### config.mk
export PLATFORM = sky130hd
export DESIGN_NAME = mult_share_arbiter
export DESIGN_NICKNAME = d
export VERILOG_FILES = /design/src/rtl/size_expl_pkg.sv /design/src/rtl/rr_arbiter.sv /design/src/rtl/mult_share_arbiter.sv
export SDC_FILE = /design/constraint.sdc
export NUM_CORES = 1
export LEC_CHECK = 0
export ABC_CLOCK_PERIOD_IN_PS = 2000
export CORE_MARGIN = 4
export CORE_UTILIZATION = 35
export CTS_BUF_LIST = sky130_fd_sc_hd__clkbuf_2
export DETAILED_ROUTE_END_ITERATION = 10
export PLACE_DENSITY_LB_ADDON = 0.1
export SKIP_CTS_REPAIR_TIMING = 1
export SYNTH_ARGS = -nofsm -noshare
export SYNTH_HDL_FRONTEND = slang
export SYNTH_HIERARCHICAL = 1
export SYNTH_SLANG_ARGS = --single-unit
### constraint.sdc
create_clock -name clk -period 2 [get_ports clk]
set_clock_uncertainty 0.1 [all_clocks]
set_input_delay 0.3 -clock clk [delete_from_list [all_inputs] [get_ports clk]]
set_output_delay 0.3 -clock clk [all_outputs]
set_load 0.02 [all_outputs]
### src/rtl/size_expl_pkg.sv
`default_nettype none
// ============================================================================
// Package     : size_expl_pkg
// Description : Shared constants and helpers for the size-exploration tops
//               that time-multiplex one datapath between several requesters.
//               - DEF_WIDTH / DEF_NUM_REQ : default operand width / requesters
//               - rr_pick(valid, ptr, n)  : round-robin search, {found, index}
//               - onehot(idx)             : index to one-hot vector
// Revision    : 1.0  initial release
// ============================================================================
package size_expl_pkg;

    localparam int DEF_WIDTH   = 6;
    localparam int DEF_NUM_REQ = 4;
    // Helpers are written for the largest supported requester count; callers
    // zero-extend narrower vectors into these widths.
    localparam int MAX_REQ     = 8;
    localparam int MAX_IDX_W   = 3;

    typedef struct packed {
        logic                 found;
        logic [MAX_IDX_W-1:0] idx;
    } pick_t;

    // Search starts one past ptr and wraps explicitly at num_req-1 -> 0, so
    // non-power-of-two requester counts never visit an unused index.
    function automatic pick_t rr_pick(input logic [MAX_REQ-1:0]   valid,
                                      input logic [MAX_IDX_W-1:0] ptr,
                                      input int unsigned          num_req);
        pick_t                res;
        logic [MAX_IDX_W-1:0] idx;
        res = '0;
        idx = ptr;
        for (int k = 0; k < MAX_REQ; k++) begin
            if (k < int'(num_req)) begin
                idx = (idx == MAX_IDX_W'(num_req - 1)) ? '0 : idx + 1'b1;
                if (!res.found && valid[idx]) begin
                    res.found = 1'b1;
                    res.idx   = idx;
                end
            end
        end
        return res;
    endfunction

    function automatic logic [MAX_REQ-1:0] onehot(input logic [MAX_IDX_W-1:0] idx);
        return MAX_REQ'(1) << idx;
    endfunction

endpackage
`default_nettype wire

### src/rtl/rr_arbiter.sv
`default_nettype none
// ============================================================================
// Module      : rr_arbiter
// Description : Round-robin pointer register plus combinational pick. The
//               pointer records the last winner; it only moves on a grant.
// Ports       : clk, rst_n     clock, asynchronous active-low reset
//               ena            low suppresses all grants (pointer untouched)
//               valid          per-requester request
//               grant          one-hot grant (subset of valid)
//               grant_idx      index of the winner (meaningful with grant_vld)
//               grant_vld      a grant is issued this cycle
// Revision    : 1.0  initial release
// ============================================================================
module rr_arbiter
    import size_expl_pkg::*;
#(
    parameter int NUM_REQ = DEF_NUM_REQ,
    parameter int IDX_W   = $clog2(NUM_REQ)
) (
    input  logic               clk,
    input  logic               rst_n,
    input  logic               ena,
    input  logic [NUM_REQ-1:0] valid,
    output logic [NUM_REQ-1:0] grant,
    output logic [IDX_W-1:0]   grant_idx,
    output logic               grant_vld
);

    logic [IDX_W-1:0]     ptr_q;
    logic [IDX_W-1:0]     ptr_d;
    logic [MAX_REQ-1:0]   valid_ext;
    logic [MAX_IDX_W-1:0] ptr_ext;
    logic [MAX_REQ-1:0]   grant_oh;
    pick_t                pick;
    logic                 unused_pick;

    always_comb begin
        valid_ext                = '0;
        valid_ext[NUM_REQ-1:0]   = valid;
        ptr_ext                  = '0;
        ptr_ext[IDX_W-1:0]       = ptr_q;
        pick                     = rr_pick(valid_ext, ptr_ext, NUM_REQ);
        grant_vld                = ena & pick.found;
        grant_idx                = pick.idx[IDX_W-1:0];
        grant_oh                 = onehot(pick.idx);
        grant                    = grant_vld ? grant_oh[NUM_REQ-1:0] : '0;
        ptr_d                    = grant_vld ? grant_idx : ptr_q;
    end

    // Upper helper bits are zero by construction for small NUM_REQ.
    assign unused_pick = ^{pick, grant_oh};

    // Reset value makes requester 0 the first candidate.
    always_ff @(posedge clk or negedge rst_n) begin
        if (!rst_n) begin
            ptr_q <= IDX_W'(NUM_REQ - 1);
        end else begin
            ptr_q <= ptr_d;
        end
    end

endmodule
`default_nettype wire

### src/rtl/mult_share_arbiter.sv
`default_nettype none
// ============================================================================
// Module      : mult_share_arbiter
// Description : Shares one external combinational multiplier between NUM_REQ
//               valid/ready requesters. Winner operands are registered onto
//               mul_a/mul_b; the product is registered one edge later and
//               returned with a one-hot strobe naming the requester.
// Ports       : clk, rst_n          clock, asynchronous active-low reset
//               ena                 low blocks new grants only
//               req_valid/req_ready per-requester handshake (ready one-hot)
//               req_a/req_b         packed operands, requester i at [i*W +: W]
//               mul_a/mul_b         registered operands to the multiplier
//               mul_out             multiplier product
//               rsp_valid/rsp_data  one-hot strobe and registered product
//               busy                an operation is in flight
// Revision    : 1.0  initial release
// ============================================================================
module mult_share_arbiter
    import size_expl_pkg::*;
#(
    parameter int WIDTH   = DEF_WIDTH,
    parameter int NUM_REQ = DEF_NUM_REQ
) (
    input  logic                     clk,
    input  logic                     rst_n,
    input  logic                     ena,
    input  logic [NUM_REQ-1:0]       req_valid,
    output logic [NUM_REQ-1:0]       req_ready,
    input  logic [NUM_REQ*WIDTH-1:0] req_a,
    input  logic [NUM_REQ*WIDTH-1:0] req_b,
    output logic [WIDTH-1:0]         mul_a,
    output logic [WIDTH-1:0]         mul_b,
    input  logic [2*WIDTH-1:0]       mul_out,
    output logic [NUM_REQ-1:0]       rsp_valid,
    output logic [2*WIDTH-1:0]       rsp_data,
    output logic                     busy
);

    localparam int IDX_W = $clog2(NUM_REQ);

    logic [WIDTH-1:0]     a_arr [NUM_REQ];
    logic [WIDTH-1:0]     b_arr [NUM_REQ];
    logic [NUM_REQ-1:0]   grant;
    logic [IDX_W-1:0]     grant_idx;
    logic                 grant_vld;

    logic [WIDTH-1:0]     mul_a_q,     mul_a_d;
    logic [WIDTH-1:0]     mul_b_q,     mul_b_d;
    logic [IDX_W-1:0]     tag_q,       tag_d;
    logic                 s1_valid_q,  s1_valid_d;
    logic [NUM_REQ-1:0]   rsp_valid_q, rsp_valid_d;
    logic [2*WIDTH-1:0]   rsp_data_q,  rsp_data_d;

    logic [MAX_IDX_W-1:0] tag_ext;
    logic [MAX_REQ-1:0]   tag_oh;
    logic                 unused_tag_oh;

    generate
        for (genvar i = 0; i < NUM_REQ; i++) begin : g_unpack
            assign a_arr[i] = req_a[i*WIDTH +: WIDTH];
            assign b_arr[i] = req_b[i*WIDTH +: WIDTH];
        end
    endgenerate

    rr_arbiter #(
        .NUM_REQ (NUM_REQ),
        .IDX_W   (IDX_W)
    ) u_rr_arbiter (
        .clk       (clk),
        .rst_n     (rst_n),
        .ena       (ena),
        .valid     (req_valid),
        .grant     (grant),
        .grant_idx (grant_idx),
        .grant_vld (grant_vld)
    );

    // Stage 1: operands and tag hold when idle so the multiplier inputs do
    // not toggle without a handshake.
    always_comb begin
        mul_a_d    = mul_a_q;
        mul_b_d    = mul_b_q;
        tag_d      = tag_q;
        s1_valid_d = 1'b0;
        if (grant_vld) begin
            mul_a_d    = a_arr[grant_idx];
            mul_b_d    = b_arr[grant_idx];
            tag_d      = grant_idx;
            s1_valid_d = 1'b1;
        end
    end

    // Stage 2: capture the product; the data bus holds between strobes.
    always_comb begin
        tag_ext            = '0;
        tag_ext[IDX_W-1:0] = tag_q;
        tag_oh             = onehot(tag_ext);
        rsp_valid_d        = '0;
        rsp_data_d         = rsp_data_q;
        if (s1_valid_q) begin
            rsp_valid_d = tag_oh[NUM_REQ-1:0];
            rsp_data_d  = mul_out;
        end
    end

    assign unused_tag_oh = ^tag_oh;

    always_ff @(posedge clk or negedge rst_n) begin
        if (!rst_n) begin
            mul_a_q     <= '0;
            mul_b_q     <= '0;
            tag_q       <= '0;
            s1_valid_q  <= 1'b0;
            rsp_valid_q <= '0;
            rsp_data_q  <= '0;
        end else begin
            mul_a_q     <= mul_a_d;
            mul_b_q     <= mul_b_d;
            tag_q       <= tag_d;
            s1_valid_q  <= s1_valid_d;
            rsp_valid_q <= rsp_valid_d;
            rsp_data_q  <= rsp_data_d;
        end
    end

    assign req_ready = grant;
    assign mul_a     = mul_a_q;
    assign mul_b     = mul_b_q;
    assign rsp_valid = rsp_valid_q;
    assign rsp_data  = rsp_data_q;
    assign busy      = s1_valid_q | (|rsp_valid_q);

endmodule
`default_nettype wire

* Word level (Yosys, flattened, before mapping)
Index checks and enable logic that the tools add are counted.
Storage, ports and cells: register bits after elaboration 33, bits of input ports 67, word-level logic and storage cells 57
Operators by class: add/subtract/negate cells 4, order comparisons 5, eq/ne operators 4, shift operators 2, muxes and demuxes 25, bitwise gates (word level) 3, reduce and logical (&&, ||, !) cells 7
Operators by type and width (count):
- binary-select mux 6 bit (select 2 bit) | 2
- 2-to-1 mux 4 bit | 6
- 2-to-1 mux 6 bit | 4
- less-than comparator 3 x 4 -> 1 bit (second input constant) | 4
- binary-select mux 1 bit (select 3 bit) | 4
- 2-to-1 mux 3 bit | 4
- adder 3 x 1 -> 3 bit (second input constant) | 3
- equality test 3 x 2 -> 1 bit (second input constant) | 3
- 2-to-1 mux 1 bit | 5
- OR reduction 4 bit | 1
- << shifter 1 x 2 -> 4 bit (first input constant) | 1
- << shifter 1 x 3 -> 4 bit (first input constant) | 1
- adder 2 x 1 -> 3 bit (second input constant) | 1
- greater-or-equal comparator 3 bit (second input constant) | 1
- logical AND 1 bit | 3
- logical NOT 1 bit | 3
- inverter 2 -> 3 bit | 1
- equality test 2 bit (second input constant) | 1
- bitwise AND 1 bit | 1
- OR 1 bit | 1

* Logic depth before layout (Yosys ltp)
Gate-level depths: netlist of run 1.
depth after elaboration 18, depth in mapped cells 8, gate-level depth less buffers 7

* Cells and area by module
Netlist of run 1, hierarchy kept.
Modules (own cells, without submodules):
- mult_share_arbiter | times used 1, cells an instance 112, area each 1486.4 sq um
- rr_arbiter | times used 1, cells an instance 25, area each 237.7 sq um

* Worst setup path after synthesis of run 1
No wires, ideal clock.
path kind register to output, from register u_rr_arbiter.ptr_q[0], to output port req_ready[2], arrival 1.848 ns, slack -0.248 ns, cell stages (with the launch flop) 6, buffers on the path 0, cell sequence dfstp_2 > ha_1 > o31a_1 > o21ai_1 > o21ai_1 > nor3_1
Between the ends: word-level cells in the longest chain between the ends 16, elaborated cells on any way between the ends 33, classes of those cells add/sub (4); eq/ne (4); shift (1); mux (17); bitwise (1); reduce/logical (6)
RTL lines:
- from (decl) | line rr_arbiter.sv:29 | logic [IDX_W-1:0] ptr_q;
- from (signal assigned) | line rr_arbiter.sv:56 | ptr_q <= IDX_W'(NUM_REQ - 1);
- from (signal assigned) | line rr_arbiter.sv:58 | ptr_q <= ptr_d;
- adder 2 x 1 -> 3 bit / equality test 2 bit (equally long branches) | line size_expl_pkg.sv:36 | idx = (idx == MAX_IDX_W'(num_req - 1)) ? '0 : idx + 1'b1;
- 2-to-1 mux 3 bit * | line size_expl_pkg.sv:36
- parallel branches: the longest is 11 deep, another holds adder 3 x 1 -> 3 bit
- 2-to-1 mux 4 bit * | line size_expl_pkg.sv:37 | if (!res.found && valid[idx]) begin
- << shifter 1 x 3 -> 4 bit / bitwise AND 1 bit (equally long branches) | line size_expl_pkg.sv:47, rr_arbiter.sv:43
- 2-to-1 mux 4 bit * | line rr_arbiter.sv:46 | grant = grant_vld ? grant_oh[NUM_REQ-1:0] : '0;
- to (decl) | line mult_share_arbiter.sv:28 | output logic [NUM_REQ-1:0] req_ready,
Every way passes the cells marked *. The select of a mux whose other input is x is not followed.

* Worst setup path after layout of run 1
from register u_rr_arbiter.ptr_q[0], to output port req_ready[3]
Between the ends: word-level cells in the longest chain between the ends 16, elaborated cells on any way between the ends 33, classes of those cells add/sub (4); eq/ne (4); shift (1); mux (17); bitwise (1); reduce/logical (6)
RTL lines:
- adder 2 x 1 -> 3 bit / equality test 2 bit (equally long branches) | line size_expl_pkg.sv:36
- 2-to-1 mux 3 bit * | line size_expl_pkg.sv:36
- parallel branches: the longest is 11 deep, another holds adder 3 x 1 -> 3 bit
- 2-to-1 mux 4 bit * | line size_expl_pkg.sv:37
- named net grant_idx[1] | line mult_share_arbiter.sv:44 | logic [IDX_W-1:0] grant_idx;
- << shifter 1 x 3 -> 4 bit * | line size_expl_pkg.sv:47 | return MAX_REQ'(1) << idx;
- 2-to-1 mux 4 bit * | line rr_arbiter.sv:46
Mark *: on every way through the listed nets, which the timed path passes. The select of a mux whose other input is x is not followed.

==> flow_summary.ini, run 1 <==
[grt]
grt.overflow.total = 0
grt_pass1_vias = 1723
grt_pass1_wl_um = 7686
grtUsageMet1_pct = 17.16
grt_start_max_net_pins = 34
top_usage_layer = met2
use_met3_pct = 4.587
use_met2_pct = 29.28
antenna_found_initial = 0
track_usage_pct = 15.74

[yosys]
synthAdderAreaFrac_pct = 0.7257
synthDistinctLibCells = 32
ys_ff_latch = 33
synth_top_cell_area_share_pct = 44.99
synth_compound_area_share_pct = 13.13
muxShareOfSynthArea_pct = 22.42
synth_area_leaders = dfrtp_1 45%, mux2i_1 14%, mux2_2 8.5%
ys.flop_type = dfrtp_1
yosys.area_share.simple_pct = 10.09
yosysWarnings = 6
syn-num-nets = 205
ys_seq_area_share_pct = 48.04
synth_edf_count = 0
synthTopCellsByCount = 31 x dfrtp_1, 24 x mux2i_1, 13 x mux2_2, 13 x nand2b_1, 12 x o221ai_1
yosys.area.top_type = dfrtp_1
syn_area_mm2 = 0.001724
syn_area_per_cell_um2 = 12.59
synth-xor-area-share_pct = 0
synth_top_family_by_area = multiplexers
synth_most_common_cell = dfrtp_1
netlist_instances = 137
async_flop_share_pct = 100.0

[clocking]
cts-htree-levels = 2
clk_pin_slew_ps = 200
clk_root_buffer_cell = clkbuf_2
clockBufferDepth = 2
clock_latency_ps = 390
clock_sinks = 33
cts_made_buffers = 5
cts_tree = yes

[sta]
holdWs_ps = 372.9
fin_crit_sh_pct = 123.6
rsz0062_at_grt = yes
setup_violations = 17
period_needed_ps = 2473
drv_slew = 0
tightest_slew_ps = 749.6
fin_tns_setup_ps = -5137
max-slew-margin-rel_pct = 50.02
setup_ws_ps = -472.9
hold_violations = 0
fmax_ghz = 0.4044

[floorplanning]
std_cell_rows = 25
die_y_um = 78.19
initial_utilization_pct = 36.26
die_area_mm2 = 0.006113
io_pins = 100
core_area_mm2 = 0.004755
die_w_um = 78.19

[outcome]
outcome = complete, but fails checks
violations = negative setup slack

[worst_setup_path]
path_cells = ha_4 > o31a_1 > o21ai_2 > o21ai_2 > inv_2 > and2_4 > buf_6
crit_slowest_cell = dfstp_2
critPathLaunchType = flip-flop
cp_max_fo = 5
worst_ep_required_time_ps = 1600
endpoint_kind = output pin
arrival_ps = 2070
crit_top_cell = o21ai_2
max_stage_delay_ps = 590
crit_type = reg -> out

[placed_design]
dpl.hpwl_um = 3820
port_buffers = 99
dp_slack_ps = -679.3
gp_congestion = 0.7681

[cells_and_area]
syn_to_final_growth_pct = 78.66
regArea_um2 = 828.3
fin_nets = 324
fillers = 377
utilization_pct = 64.79
diodes = 0
multi_input_area_um2 = 872.1
drive_gt1_share_pct = 25.29

[power]
pwr-share-seq_pct = 26.8
netSwitchingPower_mw = 1.446
p_per_area_mw_per_mm2 = 1232
p_leak_nw = 1.323
power_frac_clock_pct = 12.4
power_frac_comb_pct = 60.8
p_int_mw = 2.350
finalPower_mw = 3.796
ir_drop_mv = 0.6551
power_switching_share_pct = 38.09

[routing]
ant_nets = 0
drt_iter0_markers = 45
dr_total_vias = 1558
drc_errors = 0
wl_um = 5098
avgRoutedWirePerCell_um = 15.73
dr.pass1.iters = 4
routed_via_density = 4.809

[flow_run]
maxCapViolations = 0

[worst_hold_path]
hold_path_class = in -> async
==> layout by cell type, fill, tap and decap left out, types with 3 or more instances in the layout <==
master           netlist  final
mux2_2                13     13
buf_6                  2      4
mux2i_1               24     23
clkbuf_2               0      5
nand2_1                4      3
nand2b_1              13     13
and2_4                 0      3
dfrtp_1               31     31
clkdlybuf4s50_1        0     93
o221ai_1              12     12
buf_4                  1     16
==> cell type report <==
class / count / share of cell area, %
tap: 67 / 2.721
timing repair buffer: 120 / 39.40
inverter: 3 / 0.3656
sequential: 33 / 26.89
clock buffer: 5 / 0.8123
clock inverter: 3 / 1.503
multi-input combinational: 93 / 28.31
==> per-stage QoR <==
step / std cells / instance area, um^2
global route: 324 / 3080
global placement: 311 / 2873
finish: 324 / 3080
CTS: 319 / 2944
floorplan: 137 / 1748
detailed placement: 311 / 2873
==> worst paths after layout <==
check	start	end	slack (ps)	depth (start not counted)
worst max-delay path	u_rr_arbiter/ptr_q[0]$_DFFE_PN1P_	req_ready[3]	-470	7
worst min-delay path	rst_n	rsp_data[7]$_DFFE_PN0P_	370	2
worst max register to register	u_rr_arbiter/ptr_q[0]$_DFFE_PN1P_	mul_b[3]$_DFFE_PN0P_	-340	8
worst min register to register	tag_q[1]$_DFFE_PN0P_	rsp_valid[0]$_DFF_PN0_	410	1
max in group asynchronous	rst_n	mul_a[1]$_DFFE_PN0P_	930	2
min in group clk	mul_out[8]	rsp_data[8]$_DFFE_PN0P_	400	2
==> power groups by stage <==
stage / combinational (mW) / sequential, mW / clock, mW
6_report: 2.31 / 1.02 / 0.469
5_1_grt: 2.47 / 1.04 / 0.501
4_1_cts: 2.03 / 1.02 / 0.474
3_5_place_dp: 2.02 / 1.03 / 0
3_3_place_gp: 1.96 / 1.02 / 0
2_1_floorplan: 1.05 / 1.23 / 0
==> per-layer routing <==
metal / routed length (um) / vias up
met3: 389 / 5
met2: 2721 / 62
met5: 0 / -
met1: 1932 / 746
li1: - / 745
met4: 55 / 0
==> registers in the layout (all words and copies together) (netlist names) <==
name	flops
rsp_valid	4
mul_b	6
tag_q	2
u_rr_arbiter/ptr_q	2
mul_a	6
rsp_data	12
s1_valid_q	1
==> logic make-up (layout without fill, tap and decap cells) <==
family                     count (synthesis)  after routing
and+or+nand+nor                           30             30
buffers and inverters                     11            131
muxes                                     37             37
DFF                                       33             33
adders and majority gates                  1              1
AOI/OAI and AO/OA                         25             25
==> worst max-delay path, delay by kind of cell (launching register included) <==
family | cells | cell delay, ps
DFF | 1 | 590
and+or+nand+nor | 1 | 140
adders and majority gates | 1 | 220
AOI/OAI and AO/OA | 3 | 550
buffers and inverters | 2 | 200
(Power assumes the default switching activity.)
==> run 2, diff against run 1 <==
Settings changed: CORE_UTILIZATION 35 to 59, DONT_BUFFER_PORTS set to 1.
==> run 2 against run 1 <==
  * Register-to-register slack gained 60 ps
  * Global-route usage rose by 4.2 points
  * Critical endpoint unchanged
  * The run still ends with negative setup slack left
  * Final cell count down 37%
  * Clock-buffer cell count rose by 2
  * Highest routed layer unchanged
  * Worst hold slack got worse by 330 ps
  * Die area decreased by 37%
  * Routed wire length fell by 6.1%
==> flow_summary.ini, run 2 (same netlist as run 1, synthesis figures left out) <==
[worst_setup_path]
cp-startpoint = u_rr_arbiter/ptr_q[0]$_DFFE_PN1P_
cp_max_fo = 5
rr_worst_depth = 7
path_depth = 6
r2r-end = mul_b[0]$_DFFE_PN0P_
r2r-start = u_rr_arbiter/ptr_q[0]$_DFFE_PN1P_
crit_type = reg -> out
crit_slowest_cell = dfstp_2
worst_ep_required_time_ps = 1600
endpoint_kind = output pin
crit_buf_inv = 1
arrival_ps = 2050
cp-endpoint = req_ready[3]
critPathLaunchType = flip-flop
max_stage_delay_ps = 590
path_cells = ha_4 > nand2_4 > a21oi_4 > buf_6 > a2111oi_4 > and2_4
regToRegSetupSlack_ps = -280
path_delay_family = flip-flops

[clocking]
cts_tree = yes
cts-htree-levels = 2
clk_pin_slew_ps = 180
cts_made_buffers = 5
clock_sinks = 33
clock_latency_ps = 370
clockBufferDepth = 2
clk_root_buffer_cell = clkbuf_2

[cells_and_area]
syn_to_final_growth_pct = 31.86
layout_commonest_cell = dfrtp_1
final_cell_mix = 31 x dfrtp_1, 22 x mux2i_1, 14 x dlygate4sd3_1, 13 x mux2_2, 12 x nand2b_1
fin_area_mm2 = 0.002273
fillers = 173
finalNonFillerCells = 205
largest_reg_flops = 12
diodes = 0
drive_gt1_share_pct = 37.93
fin_nets = 241

[placed_design]
gp_congestion = 0.8670
port_buffers = 0
placed_area_mm2 = 0.001832
placed_cells = 173
dpl.hpwl_um = 2911

[sta]
setup_ws_ps = -449.0
fmax_ghz = 0.4083
hold_violations = 0
fin_crit_sh_pct = 122.4
drv_slew = 0
holdWs_ps = 45.07
tightest_slew_ps = 583.3
max-slew-margin-rel_pct = 61.07
period_needed_ps = 2449
setup_violations = 17
rsz0062_at_grt = yes

[floorplanning]
die_y_um = 62.06
std_cell_rows = 19
die_area_mm2 = 0.003851
die_w_um = 62.06
initial_utilization_pct = 61.99
io_pins = 100
core_area_mm2 = 0.002781

[routing]
avgRoutedWirePerCell_um = 23.36
ant_nets = 0
dr.pass1.iters = 4
routed_via_density = 6.517
drc_errors = 0
wl_um = 4788
drt_iter0_markers = 68
dr_total_vias = 1336

[worst_hold_path]
hold_path_class = in -> reg
holdPathStages = 2

[outcome]
violations = negative setup slack
outcome = complete, but fails checks

[power]
ir_drop_mv = 1.360
power_switching_share_pct = 41.68
p_per_area_mw_per_mm2 = 1530
p_leak_nw = 1.018
pwr-share-seq_pct = 36.5
netSwitchingPower_mw = 1.449
p_int_mw = 2.028
power_frac_comb_pct = 54.3
power_frac_clock_pct = 9.2

[grt]
track_usage_pct = 19.96
grt.overflow.total = 0
antenna_found_initial = 0
grt_start_max_net_pins = 34
grt_pass1_wl_um = 5526
grt_pass1_vias = 1184

[flow_run]
maxCapViolations = 0
## run 2: power by group through the flow
stage	Sequential [mW]	Clock, mW	Combinational [mW]
final	1.27	0.319	1.89
after global routing	1.30	0.358	1.99
after CTS	1.27	0.318	1.29
after detailed placement	1.28	0	1.29
after global placement	1.27	0	1.23
after floorplan	1.23	0	1.05
## run 2: how the worst min path moves through the flow
stage          startpoint                                end  slack [ps]
6_report         req_b[5]               mul_b[5]$_DFFE_PN0P_          50
5_1_grt               ena  u_rr_arbiter/ptr_q[0]$_DFFE_PN1P_          30
4_1_cts             rst_n           rsp_data[10]$_DFFE_PN0P_        -520
3_5_place_dp        rst_n            rsp_data[7]$_DFFE_PN0P_         -90
3_3_place_gp        rst_n            rsp_data[7]$_DFFE_PN0P_         -90
2_1_floorplan       rst_n               mul_a[0]$_DFFE_PN0P_        -100
## run 2: layout make-up
class | count | area, um^2 | share of cell area (%)
Clock buffer | 7 | 35.03 | 1.541
Clock inverter | 1 | 3.754 | 0.1651
Inverter | 3 | 11.26 | 0.4953
Multi-Input combinational cell | 93 | 923.4 | 40.62
Sequential cell | 33 | 828.3 | 36.43
Tap cell | 31 | 38.79 | 1.706
Timing Repair Buffer | 37 | 432.9 | 19.04
## run 2: through the flow
stage / total power, mW / TNS (ps) / worst slack [ps] / utilization (%)
after detailed placement: 2.567 / -1761 / -168.0 / 65.86
after CTS: 2.875 / -4009 / -609.3 / 67.25
after floorplan: 2.279 / -841.3 / -64.27 / -
after global placement: 2.497 / -580.6 / -64.68 / 65.86
final: 3.477 / -4481 / -449.0 / 81.74
after global routing: 3.642 / -6271 / -565.3 / 81.74
## run 2: layer usage
layer / GRT usage (%) / vias to the layer above / wire length, um
met3: 7.438 / 12 / 418
met5: 0 / - / 0
met2: 32.69 / 73 / 2560
met4: 7.576 / 0 / 114
li1: - / 583 / -
met1: 23.87 / 668 / 1694
## run 2: worst register-to-register path, cell delays in order (launching register included)
cell,delay (ps)
dfstp_2,590
ha_4,230
and2_4,170
a211oi_4,350
buf_6,200
buf_6,140
mux2i_1,280
o221ai_2,120
